## src/rtl/sync_detect_module.sv

```systemverilog
// sync_detect_module: VGA sync receiver that measures line/frame timing, locks, and regenerates pixel addresses
module sync_detect_module #(
    parameter int H_SYN       = 32,
    parameter int H_BKPORCH   = 80,
    parameter int H_DATA      = 1440,
    parameter int H_TOTAL     = 1600,
    parameter int V_SYN       = 6,
    parameter int V_BKPORCH   = 17,
    parameter int V_DATA      = 900,
    parameter int V_TOTAL     = 926,
    parameter int LOCK_FRAMES = 2
) (
    input  logic        CLK,
    input  logic        RSTn,
    input  logic        HSYNC_Sig,
    input  logic        VSYNC_Sig,
    output logic        Ready_Sig,
    output logic [10:0] Column_Addr_Sig,
    output logic [10:0] Row_Addr_Sig,
    output logic        Locked_Sig,
    output logic        Error_Sig,
    output logic        Frame_Start_Sig,
    output logic [10:0] H_Total_Meas,
    output logic [10:0] V_Total_Meas
);
    localparam logic [10:0] H_A0   = 11'(H_SYN + H_BKPORCH);
    localparam logic [10:0] H_A1   = 11'(H_SYN + H_BKPORCH + H_DATA);
    localparam logic [10:0] V_A0   = 11'(V_SYN + V_BKPORCH);
    localparam logic [10:0] V_A1   = 11'(V_SYN + V_BKPORCH + V_DATA);
    localparam logic [11:0] H_TOT  = 12'(H_TOTAL);
    localparam logic [11:0] V_TOT  = 12'(V_TOTAL);
    localparam logic [11:0] H_SW   = 12'(H_SYN);
    localparam logic [2:0]  LOCK_N = 3'(LOCK_FRAMES);

    typedef enum logic [1:0] {SEARCH, CHECK, LOCKED} state_t;

    state_t      state_q;
    logic        hs_q, vs_q, h_seen_q, v_seen_q, hsw_ok_q, line_bad_q, error_q, frame_start_q;
    logic [10:0] count_h_q, count_h_d, count_v_q, count_v_d, h_meas_q, v_meas_q;
    logic [2:0]  good_cnt_q;
    logic        hs_fall, hs_rise, vs_fall, h_sat, v_sat;
    logic        line_chk, line_bad, frame_chk, frame_good, frame_bad;
    logic [11:0] h_len, v_len;
    logic [10:0] h_cand, v_cand;

    always_comb begin
        hs_fall    = hs_q & ~HSYNC_Sig;
        hs_rise    = ~hs_q & HSYNC_Sig;
        vs_fall    = vs_q & ~VSYNC_Sig;
        h_sat      = &count_h_q;
        v_sat      = &count_v_q;
        h_len      = {1'b0, count_h_q} + 12'd1;
        v_len      = {1'b0, count_v_q} + 12'd1;
        h_cand     = h_sat ? count_h_q : h_len[10:0];
        v_cand     = v_sat ? count_v_q : v_len[10:0];
        line_chk   = hs_fall & h_seen_q;
        line_bad   = line_chk & ((h_len != H_TOT) | ~hsw_ok_q);
        frame_chk  = vs_fall & v_seen_q;
        frame_good = frame_chk & (v_len == V_TOT) & ~line_bad_q & ~line_bad;
        frame_bad  = frame_chk & ~frame_good;
        count_h_d  = hs_fall ? '0 : h_sat ? count_h_q : count_h_q + 11'd1;
        count_v_d  = vs_fall ? '0 : (hs_fall & ~v_sat) ? count_v_q + 11'd1 : count_v_q;
    end

    always_ff @(posedge CLK or negedge RSTn) begin
        if (!RSTn) begin
            state_q       <= SEARCH;
            hs_q          <= 1'b1;
            vs_q          <= 1'b1;
            h_seen_q      <= 1'b0;
            v_seen_q      <= 1'b0;
            hsw_ok_q      <= 1'b0;
            line_bad_q    <= 1'b0;
            error_q       <= 1'b0;
            frame_start_q <= 1'b0;
            count_h_q     <= '0;
            count_v_q     <= '0;
            h_meas_q      <= '0;
            v_meas_q      <= '0;
            good_cnt_q    <= '0;
        end else begin
            hs_q          <= HSYNC_Sig;
            vs_q          <= VSYNC_Sig;
            count_h_q     <= count_h_d;
            count_v_q     <= count_v_d;
            frame_start_q <= vs_fall;
            error_q       <= 1'b0;
            if (hs_fall) h_seen_q <= 1'b1;
            if (vs_fall) v_seen_q <= 1'b1;
            if (line_chk) h_meas_q <= h_cand;
            if (frame_chk) v_meas_q <= v_cand;
            if (hs_rise) hsw_ok_q <= (h_len == H_SW);
            // A bad line on the closing hs_fall is already folded into this frame's check
            line_bad_q <= vs_fall ? 1'b0 : (line_bad_q | line_bad);
            case (state_q)
                SEARCH: begin
                    if (frame_good) begin
                        state_q    <= (LOCK_N == 3'd1) ? LOCKED : CHECK;
                        good_cnt_q <= 3'd1;
                    end
                end
                CHECK: begin
                    if (frame_bad | line_bad) begin
                        state_q    <= SEARCH;
                        good_cnt_q <= '0;
                    end else if (frame_good) begin
                        good_cnt_q <= good_cnt_q + 3'd1;
                        if (good_cnt_q + 3'd1 == LOCK_N) state_q <= LOCKED;
                    end
                end
                LOCKED: begin
                    if (line_bad | frame_bad | h_sat | v_sat) begin
                        state_q    <= SEARCH;
                        good_cnt_q <= '0;
                        error_q    <= 1'b1;
                    end
                end
                default: state_q <= SEARCH;
            endcase
        end
    end

    assign Locked_Sig      = (state_q == LOCKED);
    assign Error_Sig       = error_q;
    assign Frame_Start_Sig = frame_start_q;
    assign H_Total_Meas    = h_meas_q;
    assign V_Total_Meas    = v_meas_q;
    assign Ready_Sig       = Locked_Sig & (count_h_q >= H_A0) & (count_h_q < H_A1)
                           & (count_v_q >= V_A0) & (count_v_q < V_A1);
    assign Column_Addr_Sig = Ready_Sig ? count_h_q - H_A0 : '0;
    assign Row_Addr_Sig    = Ready_Sig ? count_v_q - V_A0 : '0;
endmodule

```

## config.mk

```make
export PLATFORM = sky130hd
export DESIGN_NAME = sync_detect_module
export DESIGN_NICKNAME = d
export VERILOG_FILES = /design/src/rtl/sync_detect_module.sv
export SDC_FILE = /design/constraint.sdc
export NUM_CORES = 1
export LEC_CHECK = 0
export ABC_AREA = 1
export CORE_MARGIN = 1.5
export CORE_UTILIZATION = 35
export DETAILED_ROUTE_END_ITERATION = 10
export PLACE_DENSITY = 0.62
export SLEW_MARGIN = 10
export SYNTH_ARGS = -nofsm -noshare
export SYNTH_HDL_FRONTEND = slang
export SYNTH_SLANG_ARGS = --single-unit
export TNS_END_PERCENT = 50
```

## constraint.sdc

```tcl
create_clock -name CLK -period 2.84 [get_ports CLK]
set_clock_uncertainty 0.2 [all_clocks]
set_input_delay 0.426 -clock CLK [delete_from_list [all_inputs] [get_ports CLK]]
set_output_delay 0.426 -clock CLK [all_outputs]
set_load 0.05 [all_outputs]
```

==> flow_summary.json <==
{
  "gr-usage-all-layers": 0.186,
  "final_core_util": 0.537,
  "period_share": 0.976,
  "yosysWarnings": 0,
  "drive_above_1_share": 0.278,
  "clk_latency_ns": 0.34,
  "report.final.slew_viol_count": 0,
  "syn_to_final_growth_pct": 47.2,
  "antennaDiodeCount": 0,
  "pre_cts_ws_ns": 0.136,
  "startpoint_type": "flop",
  "antenna_found_initial": 0,
  "vias_per_cell": 4.85,
  "hold_ws_ns": 0.0402,
  "die_w_um": 102,
  "crit_type": "flop to primary output",
  "design_area_sq_mm": 0.00503,
  "power_leakage_nw": 2.36,
  "p_int_mw": 1.67,
  "boundaryPins": 52,
  "layout_setup_ws_ns": 0.0669,
  "ant_nets": 0,
  "fin_cells": 683,
  "finalSetupViolations": 0,
  "holdBufCountCts": 0,
  "cts_made_buffers": 9,
  "grt_pass1_vias": 3144,
  "cts_tree": "yes",
  "worstPathMaxFanout": 7,
  "ys_types": 37,
  "clkPwrFrac": 0.290,
  "cts_root_buf": "clkbuf_8",
  "gp_congestion": 0.888,
  "cap_viol_max_count": 0,
  "grt_pass1_wl_um": 15000,
  "remaining_drc_errors": 0,
  "fin_tns_setup_ns": 0,
  "die_h_um": 102,
  "worstPathRequired_ns": 2.21,
  "critical_path_arrival_ns": 2.15,
  "total_power_mw": 2.66,
  "dp_hpwl_um": 6840,
  "final-hold-violation-count": 0,
  "firstDrtPassIters": 4,
  "ys_async_sr_fraction": 1.00,
  "numPortBuffers": 51,
  "synth_seq_area_share": 0.418,
  "worst_pin_slew_ns": 0.745,
  "grt_max_degree": 58,
  "cts_max_level": 3,
  "combPwrFrac": 0.330,
  "max-slew-margin-rel": 0.504,
  "power_density_mw_per_mm2": 528,
  "status": "complete, no violations",
  "syn_nets": 480,
  "place_area_sq_mm": 0.00445,
  "end_kind": "primary output",
  "switching_power_mw": 0.985,
  "die_area_sq_mm": 0.0104,
  "drt_iter0_drc": 199,
  "coreArea_sq_mm": 0.00937,
  "rsz0062_at_grt": "yes",
  "post_synth_inst_count": 466,
  "synth.cell_area_sq_mm": 0.00342,
  "final_nets": 564,
  "final_cell_mix": "nand2_1, dfrtp_1, inv_1",
  "synth_edf_count": 0,
  "wire_per_inst_um": 13.9,
  "synthFlopType": "dfrtp_1",
  "vias": 3310,
  "clock-sinks": 57,
  "period_needed_ns": 2.77,
  "dp_cells": 650,
  "cts_buffer_depth": 2,
  "hp-class": "primary input to async pin",
  "fmax_ghz": 0.361,
  "pwr-share-seq": 0.380,
  "vdd_drop_max_v": 0.000509,
  "grt_overflow": 0,
  "start_util": 0.364,
  "synth_seq_cells": 57,
  "routed_wl_um": 9510,
  "clk_pin_slew_ns": 0.07,
  "p_sw_frac": 0.371,
  "rows": 35,
  "final_common_cell": "nand2_1",
  "avgSynthCellArea_sq_um": 7.33
}
## timing repair
item	in CTS	in global routing
resized for setup	12	43
hold endpoints to repair	0	0
gates cloned	0	1
buffers inserted	6	11
pin swaps	2	9
endpoints found under the setup margin	14	15
## final timing paths
| kind | from | endpoint | slack (ns) | cells after the start |
|---|---|---|---|---|
| max in group asynchronous | RSTn | count_h_q[6] | 1.87 | 2 |
| setup / recovery | count_h_q[4] | Row_Addr_Sig[0] | 0.07 | 9 |
| hold / removal | RSTn | H_Total_Meas[1] | 0.04 | 2 |
| min in group CLK | v_seen_q | v_seen_q | 0.25 | 2 |
| setup reg to reg | count_v_q[1] | state_q[1] | 0.33 | 18 |
| hold reg to reg | v_seen_q | v_seen_q | 0.25 | 2 |
## power by group through the flow
stage | Combinational, mW | Clock [mW] | Sequential [mW]
CTS | 0.827 | 0.790 | 1.00
floorplan | 0.401 | 0 | 1.16
global placement | 0.784 | 0 | 1.01
detailed placement | 0.796 | 0 | 1.02
global route | 0.966 | 0.825 | 1.02
finish | 0.876 | 0.770 | 1.01
## worst max-delay path, cell delays in order, from the launching register on
cell and delay (ns):
dfrtp_1 0.39, ha_4 0.17, nand2_4 0.07, o311ai_4 0.30
o21ai_2 0.11, nor2_4 0.16, clkinv_4 0.13, clkbuf_16 0.20
nor2_4 0.13, buf_12 0.14
## cell families (layout without fill, tap and decap cells)
group / count (synthesis) / after routing / share of synthesized area
buffers and inverters: 73 / 161 / 0.0831
muxes: 1 / 1 / 0.00293
AOI/OAI and AO/OA: 61 / 61 / 0.105
xor gates and xnor gates: 14 / 14 / 0.0359
adders and majority gates: 10 / 10 / 0.0366
DFF: 57 / 57 / 0.418
and+or+nand+nor: 250 / 250 / 0.318
## synthesized netlist by cell type (all sizes together) (6+ instances only)
master / number / area, sq um
nand2: 132 / 518
nor2: 75 / 327
inv: 60 / 225
dfrtp: 55 / 1380
nand3: 31 / 165
o21ai: 28 / 144
xor2: 13 / 114
a21oi: 12 / 60.1
ha: 10 / 125
o22ai: 8 / 50.1
buf: 6 / 32.5
nand4: 6 / 37.5
## registers in the layout (all words and copies together), names as in the netlist
signal and flops:
count_h_q 11, count_v_q 11, Frame_Start_Sig 1, line_bad_q 1, good_cnt_q 3, vs_q 1
h_seen_q 1, V_Total_Meas 11, H_Total_Meas 11, Error_Sig 1, hsw_ok_q 1, hs_q 1
state_q 2, v_seen_q 1
## final cells by class
class	instances	area, sq um
sequential	57	1440
timing repair buffer	83	1010
clock inverter	3	40.0
multi-input combinational	336	1980
fill	901	4340
clock buffer	12	155
inverter	63	241
tap	129	161
## metal layers
layer	part of all wire	track usage	vias to the layer above
li1	-	-	1653
met1	0.47	0.263	1550
met2	0.46	0.286	99
met3	0.060	0.0400	8
met4	0.0078	0.0524	0
met5	0	0	-
Note: power is estimated with default switching activity, not from simulation.
